## config.mk

```make
export PLATFORM = sky130hd
export DESIGN_NAME = timer_irq_periph
export DESIGN_NICKNAME = d
export VERILOG_FILES = /design/src/rtl/timer_pkg.sv /design/src/rtl/timer_prescaler.sv /design/src/rtl/timer_irq_periph.sv
export SDC_FILE = /design/constraint.sdc
export NUM_CORES = 1
export LEC_CHECK = 0
export CAP_MARGIN = 20
export CORE_MARGIN = 2
export CORE_UTILIZATION = 25
export DETAILED_ROUTE_END_ITERATION = 10
export GPL_ROUTABILITY_DRIVEN = 0
export PLACE_DENSITY_LB_ADDON = 0.1
export SLEW_MARGIN = 10
export SYNTH_ARGS = -nofsm -noshare
export SYNTH_HDL_FRONTEND = slang
export SYNTH_SLANG_ARGS = --single-unit
```

## constraint.sdc

```tcl
create_clock -name clk -period 7.9 [get_ports clk]
set_clock_uncertainty 0.15 [all_clocks]
set_input_delay 1.58 -clock clk [delete_from_list [all_inputs] [get_ports clk]]
set_output_delay 1.58 -clock clk [all_outputs]
set_load 0.01 [all_outputs]
```

## src/rtl/timer_pkg.sv

```systemverilog
// Shared register offsets, CTRL layout and access encodings for the machine-timer peripheral.
package timer_pkg;

  // Word offsets within the 32-byte window, indexed by addr[4:2].
  localparam logic [2:0] OFF_CTRL     = 3'd0;
  localparam logic [2:0] OFF_PRESCALE = 3'd1;
  localparam logic [2:0] OFF_MTIME_LO = 3'd2;
  localparam logic [2:0] OFF_MTIME_HI = 3'd3;
  localparam logic [2:0] OFF_CMP_LO   = 3'd4;
  localparam logic [2:0] OFF_CMP_HI   = 3'd5;
  localparam logic [2:0] OFF_STATUS   = 3'd6;
  localparam logic [2:0] OFF_RSVD     = 3'd7;

  localparam int unsigned CTRL_EN       = 0;
  localparam int unsigned CTRL_IRQ_EN   = 1;
  localparam int unsigned CTRL_AUTO_CLR = 2;
  localparam int unsigned CTRL_WIDTH    = 3;

  localparam logic [2:0] MEM_WORD = 3'b010;

  // Field order puts en at bit 0 so the struct maps directly onto the register word.
  typedef struct packed {
    logic auto_clr;
    logic irq_en;
    logic en;
  } ctrl_t;

  function automatic ctrl_t ctrl_from_word(input logic [31:0] word);
    ctrl_t c;
    c.en       = word[CTRL_EN];
    c.irq_en   = word[CTRL_IRQ_EN];
    c.auto_clr = word[CTRL_AUTO_CLR];
    return c;
  endfunction

  function automatic logic [31:0] ctrl_to_word(input ctrl_t c);
    logic [31:0] word;
    word                = '0;
    word[CTRL_EN]       = c.en;
    word[CTRL_IRQ_EN]   = c.irq_en;
    word[CTRL_AUTO_CLR] = c.auto_clr;
    return word;
  endfunction

endpackage

```

## src/rtl/timer_prescaler.sv

```systemverilog
// Prescaler for mtime: pcnt runs 0..prescale while enabled and emits one tick at the top.
module timer_prescaler (
  input  logic        clk,
  input  logic        rst,
  input  logic        en,
  input  logic [15:0] prescale,
  input  logic        restart,
  output logic        tick
);

  logic [15:0] pcnt_q, pcnt_d;

  assign tick = en && (pcnt_q == prescale);

  always_comb begin
    pcnt_d = pcnt_q + 16'd1;
    // A PRESCALE write restarts the count so a smaller period never overshoots.
    if (restart || !en || tick) begin
      pcnt_d = '0;
    end
  end

  always_ff @(posedge clk or posedge rst) begin
    if (rst) begin
      pcnt_q <= '0;
    end else begin
      pcnt_q <= pcnt_d;
    end
  end

endmodule

```

## src/rtl/timer_irq_periph.sv

```systemverilog
// Memory-mapped machine timer: prescaled 64-bit mtime, 64-bit compare, sticky pending and
// registered level interrupt, sharing the core's load/store port with data_mem.
module timer_irq_periph
  import timer_pkg::*;
#(
  parameter logic [31:0] BASE_ADDR    = 32'h0000_1000,
  parameter logic [15:0] PRESCALE_RST = 16'd0
) (
  input  logic        clk,
  input  logic        rst,
  input  logic        rd_en,
  input  logic        wr_en,
  input  logic [2:0]  mem_type,
  input  logic [31:0] addr,
  input  logic [31:0] wdata,
  output logic [31:0] rdata,
  output logic        sel,
  output logic        tm_interupt
);

  ctrl_t       ctrl_q, ctrl_d;
  logic [15:0] prescale_q, prescale_d;
  logic [63:0] mtime_q, mtime_d;
  logic [63:0] cmp_q, cmp_d;
  logic [31:0] shadow_q, shadow_d;
  logic        pending_q, pending_d;
  logic        irq_q, irq_d;

  logic [2:0]  offset;
  logic        wr_acc, rd_acc;
  logic        wr_ctrl, wr_prescale, wr_mtime_lo, wr_mtime_hi;
  logic        wr_cmp_lo, wr_cmp_hi, wr_status;
  logic        tick, match;

  logic unused_addr;
  assign unused_addr = ^addr[1:0];

  assign sel    = (addr[31:5] == BASE_ADDR[31:5]);
  assign offset = addr[4:2];
  assign wr_acc = sel && wr_en && (mem_type == MEM_WORD);
  assign rd_acc = sel && rd_en;

  assign wr_ctrl     = wr_acc && (offset == OFF_CTRL);
  assign wr_prescale = wr_acc && (offset == OFF_PRESCALE);
  assign wr_mtime_lo = wr_acc && (offset == OFF_MTIME_LO);
  assign wr_mtime_hi = wr_acc && (offset == OFF_MTIME_HI);
  assign wr_cmp_lo   = wr_acc && (offset == OFF_CMP_LO);
  assign wr_cmp_hi   = wr_acc && (offset == OFF_CMP_HI);
  assign wr_status   = wr_acc && (offset == OFF_STATUS);

  assign match = (mtime_q >= cmp_q);

  timer_prescaler u_prescaler (
    .clk      (clk),
    .rst      (rst),
    .en       (ctrl_q.en),
    .prescale (prescale_q),
    .restart  (wr_prescale),
    .tick     (tick)
  );

  always_comb begin
    ctrl_d     = wr_ctrl ? ctrl_from_word(wdata) : ctrl_q;
    prescale_d = wr_prescale ? wdata[15:0] : prescale_q;

    mtime_d = mtime_q;
    if (tick) begin
      mtime_d = (match && ctrl_q.auto_clr) ? 64'd0 : mtime_q + 64'd1;
    end
    // Software writes beat the tick; the untouched half keeps its pre-edge value.
    if (wr_mtime_lo) begin
      mtime_d = {mtime_q[63:32], wdata};
    end
    if (wr_mtime_hi) begin
      mtime_d = {wdata, mtime_q[31:0]};
    end

    cmp_d = cmp_q;
    if (wr_cmp_lo) begin
      cmp_d = {cmp_q[63:32], wdata};
    end
    if (wr_cmp_hi) begin
      cmp_d = {wdata, cmp_q[31:0]};
    end

    shadow_d = (rd_acc && (offset == OFF_MTIME_LO)) ? mtime_q[63:32] : shadow_q;

    // A live match re-asserts pending even on the edge it is being cleared.
    pending_d = match || (pending_q && !(wr_status && wdata[0]));
    irq_d     = pending_q && ctrl_q.irq_en;
  end

  always_ff @(posedge clk or posedge rst) begin
    if (rst) begin
      ctrl_q     <= '0;
      prescale_q <= PRESCALE_RST;
      mtime_q    <= '0;
      cmp_q      <= '1;
      shadow_q   <= '0;
      pending_q  <= 1'b0;
      irq_q      <= 1'b0;
    end else begin
      ctrl_q     <= ctrl_d;
      prescale_q <= prescale_d;
      mtime_q    <= mtime_d;
      cmp_q      <= cmp_d;
      shadow_q   <= shadow_d;
      pending_q  <= pending_d;
      irq_q      <= irq_d;
    end
  end

  assign tm_interupt = irq_q;

  always_comb begin
    rdata = '0;
    if (rd_acc) begin
      case (offset)
        OFF_CTRL:     rdata = ctrl_to_word(ctrl_q);
        OFF_PRESCALE: rdata = {16'd0, prescale_q};
        OFF_MTIME_LO: rdata = mtime_q[31:0];
        OFF_MTIME_HI: rdata = shadow_q;
        OFF_CMP_LO:   rdata = cmp_q[31:0];
        OFF_CMP_HI:   rdata = cmp_q[63:32];
        OFF_STATUS:   rdata = {31'd0, pending_q};
        default:      rdata = '0;
      endcase
    end
  end

endmodule

```

# Yosys cells after proc, flatten, opt, wreduce, memory -nomap -nowiden
# Index checks and enable logic that the tools add are counted.
[classes]
n_addsub = 2
n_lt_le_gt_ge = 1
eq_ne = 10
mux = 9
n_bitwise = 2
n_reduce_logical = 27
[op_table]
columns = ["op", "count"]
rows = [
  ["2-to-1 mux 64 bit", 5],
  ["case mux 32 bit (7 select lines)", 1],
  ["adder 64 x 1 -> 64 bit (second input constant)", 1],
  [">= comparator 64 bit", 1],
  ["2-to-1 mux 32 bit", 2],
  ["== test 27 x 8 -> 1 bit (second input constant)", 1],
  ["adder 16 x 1 -> 16 bit (second input constant)", 1],
  ["== test 16 bit", 1],
  ["logical AND 1 bit", 16],
  ["2-to-1 mux 16 bit", 1],
  ["== test 3 x 2 -> 1 bit (second input constant)", 3],
  ["== test 3 bit (second input constant)", 3],
  ["AND reduction 2 bit", 3],
  ["nonzero test 2 bit", 2],
  ["== test 3 x 1 -> 1 bit (second input constant)", 1],
  ["zero test 3 bit", 1],
  ["logical OR 1 bit", 3],
  ["zero test 1 bit", 2],
  ["!= test 2 x 1 -> 1 bit (second input constant)", 1],
  ["inverter 1 bit", 2],
]
[totals]
register_bits = 197
inputBits = 71
output_inout_bits = 34

# Depth between registers and ports, before layout
# Gate-level depths: netlist of the first run.
[logic_depth]
ltp_word = 8
depth_mapped = 13
mapped_depth_nobuf = 10

# Hierarchy
# Synthesis of the first run repeated with hierarchy kept, for this count alone.
[unflattened]
hier_cells = 1406
hier_area_um2 = 12363.1
[modules_own_cells]
columns = ["mod", "n_inst", "cells_each", "area_per_inst_um2", "seq_area_each_um2"]
rows = [
  ["timer_irq_periph", 1, 1307, 11419.7, 4609.4],
  ["timer_prescaler", 1, 99, 943.4, 400.4],
]

# Least setup slack after synthesis of the first run
# OpenSTA, ideal clock, no wires.
[synth_path]
kind = "input -> output"
start = "in addr[3]"
end = "out rdata[20]"
t_arrival_ns = 3.054
required_time_ns = 6.170
slack_ns = 3.116
path_stages = 7
n_path_buf = 3
cell_sequence = "clkbuf_1 -> nand2b_1 -> nor2_1 -> clkbuf_1 -> clkbuf_1 -> a22oi_1 -> a21oi_1"
[synth_via]
elab_chain_cells = 3
word_cells_on_any_way = 9
classes_between = "eq/ne: 6; mux: 2; reduce/logical: 1"
[synth_lines]
columns = ["item", "line", "source"]
rows = [
  ["start, declared", "timer_irq_periph.sv:14", "input logic [31:0] addr,"],
  ["== test 3 bit, or another cell as far along", "timer_irq_periph.sv:118", "case (offset)"],
  ["case mux 32 bit (7 select lines) (*)", "timer_irq_periph.sv:118", ""],
  ["2-to-1 mux 32 bit (*)", "timer_irq_periph.sv:117", "if (rd_acc) begin"],
  ["end, declared", "timer_irq_periph.sv:16", "output logic [31:0] rdata,"],
]
# Every way passes the cells marked *; elsewhere a longest branch is shown, timed or not.

# Final worst setup path of the first run
[layout_path]
start = "in addr[4]"
end = "out rdata[20]"
# The elaborated chain is that of the path after synthesis.

==> qor.yml, run 1 <==
finish:
  stdcell_count: 2165
  design.final.nets: 1624
  area_growth_pct: 19.5
  drive_gt1_frac: 0.143
  num-fill-cells: 5201
  final_util: 0.304
timing:
  timing.final.max_slew_violations: 0
  final.period_utilization: 0.797
  setup-violations-final: 0
  postLayoutSetupSlackWorst_ns: 1.61
  report.final.hold_viol_count: 0
  fmax_ghz: 0.159
  fin_tns_setup_ns: 0
  relSlewSlack: 0.300
  layout_min_cycle_time_ns: 6.29
  grt_setup_unrepaired: "false"
  worstMarginPinSlew_ns: 1.05
outcome:
  outcome: "finished, final reports clean"
setup_path:
  path_buf_inv: 3
  required_ns: 6.17
  critical_path_class: "in -> out"
  critical_path_peak_fanout: 16
  worst-endpoint-arrival_ns: 4.56
  timing.critical_path.from_type: "input port"
  critical_path.most_common_cell: "clkdlybuf4s50_1"
  critPathTopFamily: "buffers and inverters"
  crit_chain: "clkdlybuf4s50_1 -> nand2_1 -> nor2_2 -> buf_4 -> a22oi_1 -> a21oi_1 -> clkdlybuf4s50_1"
  crit_slowest_cell: "clkdlybuf4s50_1"
  crit_path_max_incr_delay_ns: 0.84
  cp-end-kind: "output pin"
place:
  dp_hpwl_um: 35600
  preCtsSetupSlack_ns: 1.56
  placement.io_buffers: 102
  place.detailed.instances: 2132
grt:
  grt_antenna_before_repair: 0
  first_global_vias: 11100
  grt_max_degree: 107
  grt_overflow: 0
  grt_first_pass_wirelength_um: 73800
  globalRouteTotalUtil: 0.196
synthesis:
  synthDistinctLibCells: 69
  synthTopCellsByCount: "nand2_1 (157), dfrtp_1 (133), o21ai_0 (124)"
  synthDominantAreaCellType: "dfrtp_1"
  synthesis.area_per_instance_sq_um: 8.81
  synth_compound_area_frac: 0.187
  async_set_or_reset_flop_fraction_in_the_synthesized_netlist: 1.00
  synthesis.yosys.warnings: 0
  synth_edf_count: 0
  yosys.area_share.adder: 0.0661
  syn_area_sq_mm: 0.0125
  register_bit_total_from_synthesis: 197
  combinational_family_with_the_most_area_after_synthesis: "simple AND/OR/NAND/NOR gates"
  yosys.area.top_type_share: 0.266
  yosys.cell_count.top_type: "nand2_1"
  post_synth_and_or_nand_nor_area_fraction: 0.197
  syn_inst: 1418
  dominantRegCellSynth: "dfrtp_1"
  post_synthesis_net_count: 1555
  synth.area.top_cells: "dfrtp_1 (27%), dfstp_2 (13%), ha_1 (6.6%), mux2_2 (5.2%), o21ai_0 (5.0%)"
  post_synth_xor_area_fraction: 0.0315
  synth_seq_area_share: 0.401
  muxShareOfSynthArea: 0.0613
detailed_routing:
  met2_routed_length_um: 22500
  route.top_layer_used: "met4"
  drt_pre_antenna_iters: 6
  vias_post_dr: 11200
  met3RoutedLength_um: 2110
  drt_wl_total_um: 48800
  route.layer.met1.wl_um: 23000
  dr.first_iter.drc_count: 851
  avgViaCountPerCell: 5.15
  final_antenna_net_count: 0
  average_wire_per_cell_in_the_routed_design_um: 22.5
  drcViolationCount: 0
die:
  placementRows: 81
  initial_core_util: 0.254
  die_height_um: 228
  die_width_um: 228
  ioPinCount: 105
  coreArea_sq_mm: 0.0492
  die_area_sq_mm: 0.0518
power_and_ir_drop:
  total_power_mw: 2.10
  ir_drop_uv: 144
  powerDensity_mw_per_mm2: 141
  p_leak_nw: 6.50
clocking:
  clock_h_tree_levels: 4
  cts-buffers-inserted: 17
  tritoncts_clock_tree: "yes"
  clock_sinks: 197
  cts-resized-gates: 0
  postCtsHoldBufs: 0
  ctsLongestPathBuffers: 2
  clock-root-buffer: "clkbuf_16"
  clock_latency_on_the_worst_skew_pair_ns: 0.50
  clk_transition_reported_paths_ns: 0.08
  postCtsSetupRepairBufs: 0
flow_run:
  cap_viol_max_count: 0
min_path:
  hold_path_class: "reg -> reg"
==> cell type report <==
cell class                 instances  area, sq um  share of cell area
antenna                            1         2.50            0.000168
inverter                         105          402              0.0269
tap                              664          831              0.0557
multi-input combinational       1035         6840               0.458
timing repair buffer             131         1250              0.0835
clock buffer                      20          447              0.0299
clock inverter                    12          151              0.0101
sequential                       197         5010               0.336
==> sequential cells by signal, summed over array words and instances (netlist names) <==
name / flops
mtime_q: 64
cmp_q: 64
shadow_q: 32
pending_q: 1
prescale_q: 16
tm_interupt: 1
u_prescaler.pcnt_q: 16
ctrl_q: 3
==> power by group <==
part,leakage [nW],switching (mW),internal (mW),total (mW)
clock,0.291,0.451,0.507,0.958
combinational,3.86,0.0790,0.0507,0.130
sequential,2.35,0.00000408,1.01,1.01
total,6.50,0.530,1.57,2.10
==> cells by family (layout without fill, tap and decap cells) <==
| logic type | after synthesis | in the layout |
|---|---|---|
| and+or+nand+nor | 494 | 494 |
| AOI/OAI and AO/OA | 362 | 362 |
| DFF | 197 | 197 |
| buffers and inverters | 186 | 268 |
| muxes | 68 | 68 |
| adders and majority gates | 66 | 66 |
| xor gates and xnor gates | 45 | 45 |
| other | 0 | 1 |
==> cells in the final DEF (no fill, tap or decap), types with 4 or more instances in the layout <==
master / count
nor3_1: 28
clkdlybuf4s50_1: 101
a31oi_1: 35
nand3_1: 31
dfrtp_1: 133
a22oi_1: 40
ha_1: 66
nand2b_1: 6
and3_1: 16
nor4_1: 25
nand2_1: 157
or2_2: 4
nand4_1: 38
inv_1: 104
a211oi_1: 12
o21a_1: 5
dfstp_2: 64
nor2_1: 100
mux2_2: 58
o311ai_0: 9
a21oi_1: 58
a222oi_1: 11
buf_4: 28
clkinv_2: 4
or4_1: 4
a221oi_1: 4
o21ai_0: 124
clkbuf_16: 17
and2_1: 38
mux2i_1: 9
a41oi_1: 30
xor2_1: 24
or3_1: 9
a22o_1: 7
xnor2_1: 21
nor3_2: 4
==> metrics by stage <==
stage / hold slack, ns / cell area [sq um]
floorplan: 0.323 / 12500
global placement: 0.334 / 14300
detailed placement: 0.342 / 14300
CTS: 0.361 / 14900
global route: 0.375 / 14900
finish: 0.360 / 14900
==> worst paths after layout <==
| path | end | cells after the start | startpoint | slack (ns) |
|---|---|---|---|---|
| setup reg to reg | mtime_q[42] | 11 | cmp_q[35] | 3.09 |
| hold reg to reg | shadow_q[30] | 1 | shadow_q[30] | 0.36 |
| setup / recovery | rdata[20] | 7 | addr[4] | 1.61 |
| hold / removal | shadow_q[30] | 1 | shadow_q[30] | 0.36 |
| min in group asynchronous | shadow_q[29] | 2 | rst | 1.47 |
| max in group asynchronous | mtime_q[18] | 3 | rst | 4.91 |
==> per-layer routing <==
| metal | track usage | vias up |
|---|---|---|
| met2 | 0.312 | 297 |
| met3 | 0.0359 | 54 |
| met5 | 0 | - |
| li1 | - | 5279 |
| met1 | 0.268 | 5524 |
| met4 | 0.0637 | 0 |
No activity file was read; power rests on OpenSTA's default activity.
==> run 2, diff against run 1 <==
Clock period 7.9 ns to 6.2 ns, I/O delays scaled along.
==> qor.yml, run 2 (synthesis results as in run 1) <==
outcome:
  outcome: "finished, final reports clean"
detailed_routing:
  average_wire_per_cell_in_the_routed_design_um: 22.3
  avgViaCountPerCell: 5.11
  drt_wl_total_um: 48500
  vias_post_dr: 11100
  drcViolationCount: 0
  drt_pre_antenna_iters: 5
  dr.first_iter.drc_count: 629
  final_antenna_net_count: 0
timing:
  report.final.hold_viol_count: 0
  worstMarginPinSlew_ns: 0.939
  timing.final.max_slew_violations: 0
  fin_tns_setup_ns: 0
  fmax_ghz: 0.189
  relSlewSlack: 0.368
  setup-violations-final: 0
  final.period_utilization: 0.854
  layout_min_cycle_time_ns: 5.29
  grt_setup_unrepaired: "false"
finish:
  biggestRegsByFlops: "cmp_q: 64 flops, mtime_q: 64 flops, shadow_q: 32 flops"
  final_util: 0.304
  total_inserted_antenna_cells: 0
  design.final.nets: 1630
  drive_gt1_frac: 0.147
  num-fill-cells: 5203
  top_library_cells_by_usage_in_the_layout_fill_and_taps_aside: "nand2_1 (157), dfrtp_1 (133), o21ai_0 (124), inv_1 (104), clkdlybuf4s50_1 (101)"
  area_growth_pct: 19.7
  final_common_cell: "nand2_1"
setup_path:
  cp-end-kind: "output pin"
  critical_path_class: "in -> out"
  r2r_start: "cmp_q[35]"
  required_ns: 4.81
  crit_start: "addr[4]"
  worst-endpoint-arrival_ns: 3.90
  critical_path_peak_fanout: 18
  reg2reg_slack_ns: 1.56
  timing.critical_path.from_type: "input port"
  timing.rr.end: "mtime_q[63]"
  number_of_cell_instances_on_the_worst_register_to_register_path: 12
power_and_ir_drop:
  clock_share_of_power: 0.444
  seq_power_share: 0.491
  p_leak_nw: 6.50
  cellInternalPower_mw: 1.92
  power.share.switching: 0.266
  net-switching-power_mw: 0.695
  ir_drop_uv: 208
  powerDensity_mw_per_mm2: 175
  power.combinational.fraction: 0.064
  total_power_mw: 2.62
clocking:
  postCtsHoldBufs: 0
  cts-buffers-inserted: 17
  clock_h_tree_levels: 4
  clock_latency_on_the_worst_skew_pair_ns: 0.51
  ctsLongestPathBuffers: 2
  clock_sinks: 197
  cts-resized-gates: 0
  tritoncts_clock_tree: "yes"
  clk_transition_reported_paths_ns: 0.07
  clock-root-buffer: "clkbuf_16"
  postCtsSetupRepairBufs: 0
die:
  placementRows: 81
  coreArea_sq_mm: 0.0492
  ioPinCount: 105
  die_area_sq_mm: 0.0518
  initial_core_util: 0.254
  die_width_um: 228
  die_height_um: 228
place:
  placement.io_buffers: 102
  dp_hpwl_um: 35500
min_path:
  hold_end: "shadow_q[12]"
  hold-path-cell-count: 1
  hold_path_class: "reg -> reg"
  hold_path.startpoint: "shadow_q[12]"
grt:
  grt_overflow: 0
  grt_max_degree: 113
  grt_antenna_before_repair: 0
  grt_first_pass_wirelength_um: 73400
  globalRouteTotalUtil: 0.194
  first_global_vias: 11100
flow_run:
  cap_viol_max_count: 0
run 2: cell types whose count changed in the layout (fill, tap and decap cells not counted), sizes merged:
cell / change
buf: +6
clkinvlp: +6
clkinv: -3
bufinv: -2
clkbuf: -1
diode: -1
run 2: critical path, stage by stage:
cell             delay [ns]
clkdlybuf4s50_1        0.75
buf_4                  0.36
nor2_1                 0.12
and2_1                 0.13
buf_4                  0.30
a22oi_1                0.14
a21oi_1                0.23
clkdlybuf4s50_1        0.58
run 2: power by group through the flow:
| stage | combinational, mW | clock (mW) | sequential [mW] |
|---|---|---|---|
| 2_1_floorplan | 0.0618 | 0 | 1.31 |
| 3_3_place_gp | 0.174 | 0 | 1.31 |
| 3_5_place_dp | 0.172 | 0 | 1.31 |
| 4_1_cts | 0.173 | 1.20 | 1.29 |
| 5_1_grt | 0.182 | 1.24 | 1.29 |
| 6_report | 0.168 | 1.16 | 1.29 |
run 2: area by class of cell:
class	instances	area, sq um	share of cell area
multi-input combinational	1035	6840	0.457
inverter	105	398	0.0266
timing repair buffer	137	1310	0.0877
clock inverter	13	125	0.00837
clock buffer	19	443	0.0296
tap	664	831	0.0556
sequential	197	5010	0.335
run 2: worst max-delay path by stage:
stage                      endpoint  slack, ns  depth (start not counted)
after CTS                 rdata[20]       0.86                          8
after global routing      rdata[20]       0.78                          8
final                     rdata[20]       0.91                          8
after floorplan           rdata[20]       2.10                          7
after global placement    rdata[20]       0.88                          8
after detailed placement  rdata[20]       0.86                          8
run 2: per-layer routing:
| layer | vias up | routed length, um | share of wire | GRT usage |
|---|---|---|---|---|
| li1 | 5293 | - | - | - |
| met1 | 5504 | 23100 | 0.48 | 0.267 |
| met2 | 234 | 22400 | 0.46 | 0.310 |
| met3 | 49 | 1980 | 0.041 | 0.0321 |
| met4 | 0 | 984 | 0.020 | 0.0637 |
| met5 | - | 0 | 0 | 0 |
run 2: metrics by stage:
step | setup WS (ns) | cell area, sq um | hold WS, ns | instances
4_1_cts | 0.858 | 14900 | 0.362 | 2169
6_report | 0.906 | 15000 | 0.358 | 2170
3_5_place_dp | 0.858 | 14400 | 0.342 | 2137
3_3_place_gp | 0.882 | 14400 | 0.338 | 2137
2_1_floorplan | 2.10 | 12500 | 0.323 | 1418
5_1_grt | 0.782 | 15000 | 0.373 | 2170
==> run 3, diff against run 2 <==
Settings changed: CORE_MARGIN 2 to not set.
==> qor.yml, run 3 (synthesis results as in run 1) <==
setup_path:
  timing.rr.end: "mtime_q[62]"
  critical_path_peak_fanout: 17
  required_ns: 4.81
  number_of_cell_instances_on_the_worst_register_to_register_path: 10
  critical_path_class: "in -> out"
  worst-endpoint-arrival_ns: 3.83
  crit_start: "addr[4]"
  timing.critical_path.from_type: "input port"
  cp-end-kind: "output pin"
  cp-endpoint: "rdata[20]"
  reg2reg_slack_ns: 1.54
  r2r_start: "cmp_q[35]"
timing:
  relSlewSlack: 0.319
  grt_setup_unrepaired: "false"
  timing.final.max_slew_violations: 0
  report.final.hold_viol_count: 0
  fin_tns_setup_ns: 0
  setup-violations-final: 0
  final.period_utilization: 0.842
  worstMarginPinSlew_ns: 1.02
  layout_min_cycle_time_ns: 5.22
  fmax_ghz: 0.192
  postLayoutSetupSlackWorst_ns: 0.980
detailed_routing:
  dr.first_iter.drc_count: 703
  drt_pre_antenna_iters: 6
  avgViaCountPerCell: 5.13
  average_wire_per_cell_in_the_routed_design_um: 22.2
  drt_wl_total_um: 48200
  vias_post_dr: 11100
  final_antenna_net_count: 0
  drcViolationCount: 0
min_path:
  hold-path-cell-count: 1
  hold_path_class: "reg -> reg"
die:
  initial_core_util: 0.254
  ioPinCount: 105
  die_width_um: 226
  die_area_sq_mm: 0.0509
  placementRows: 81
  coreArea_sq_mm: 0.0492
  die_height_um: 226
finish:
  drive_gt1_frac: 0.149
  design.final.nets: 1632
  num-fill-cells: 5160
  area_growth_pct: 20.5
  final_common_cell: "nand2_1"
  total_inserted_antenna_cells: 0
  biggestRegsByFlops: "cmp_q: 64 flops, mtime_q: 64 flops, shadow_q: 32 flops"
  seq_area_sq_mm: 0.00501
  final_util: 0.306
  area_of_the_multi_input_gates_sq_mm: 0.00684
  top_library_cells_by_usage_in_the_layout_fill_and_taps_aside: "nand2_1 (157), dfrtp_1 (133), o21ai_0 (124), inv_1 (104), clkdlybuf4s50_1 (101)"
clocking:
  postCtsHoldBufs: 0
  clock_latency_on_the_worst_skew_pair_ns: 0.50
  postCtsSetupRepairBufs: 0
  clock-root-buffer: "clkbuf_16"
  cts-resized-gates: 0
  ctsLongestPathBuffers: 2
  clk_transition_reported_paths_ns: 0.07
  clock_h_tree_levels: 4
  tritoncts_clock_tree: "yes"
  clock_sinks: 197
  cts-buffers-inserted: 17
grt:
  grt_max_degree: 88
  grt_first_pass_wirelength_um: 72700
  groute.layer.met1.usage: 0.270
  grt_overflow: 0
  gr-max-usage-layer: "met2"
  globalRouteTotalUtil: 0.196
  first_global_vias: 11000
  grt_antenna_before_repair: 0
  gr-usage-met2: 0.315
  use_met3: 0.0249
power_and_ir_drop:
  p_leak_nw: 6.57
  powerDensity_mw_per_mm2: 180
  ir_drop_uv: 213
place:
  dp_hpwl_um: 35500
  preCtsSetupSlack_ns: 0.882
  placement.io_buffers: 102
flow_run:
  cap_viol_max_count: 0
outcome:
  outcome: "finished, final reports clean"
run 3: layer usage:
layer,vias up,wire [um]
met1,5552,23400
met5,-,0
met3,40,1570
met2,245,22500
met4,0,810
li1,5296,-
run 3: critical path, stage by stage:
cell and delay [ns]:
clkdlybuf4s50_1 0.81, buf_4 0.30, nor3b_2 0.21, buf_4 0.31, a22oi_1 0.10, a21oi_1 0.25, clkdlybuf4s50_1 0.58
run 3: worst min path at each step:
stage,start,end
floorplan,ctrl_q[1],tm_interupt
global placement,shadow_q[6],shadow_q[6]
detailed placement,shadow_q[8],shadow_q[8]
CTS,shadow_q[8],shadow_q[8]
global route,shadow_q[24],shadow_q[24]
finish,shadow_q[3],shadow_q[3]
run 3: metrics by stage:
step / cells / hold slack, ns / power, mW / cell area [sq um]
2_1_floorplan: 1418 / 0.323 / 1.37 / 12500
3_3_place_gp: 2139 / 0.338 / 1.48 / 14400
3_5_place_dp: 2139 / 0.343 / 1.48 / 14400
4_1_cts: 2171 / 0.362 / 2.75 / 15000
5_1_grt: 2172 / 0.381 / 2.80 / 15100
6_report: 2172 / 0.363 / 2.70 / 15100
run 3: final cells by class:
type | count | area share
well taps | 664 | 0.0552
multi-input cells | 1035 | 0.454
clock inverters | 13 | 0.0113
flip-flops and latches | 197 | 0.333
repair buffers | 139 | 0.0898
clock buffers | 19 | 0.0301
inverters | 105 | 0.0264
run 3: report_power, final:
part	switching [mW]	leakage, nW	total (mW)	internal (mW)
Sequential	0.00000508	2.35	1.29	1.29
Clock	0.589	0.302	1.25	0.662
Combinational	0.0988	3.91	0.165	0.0666
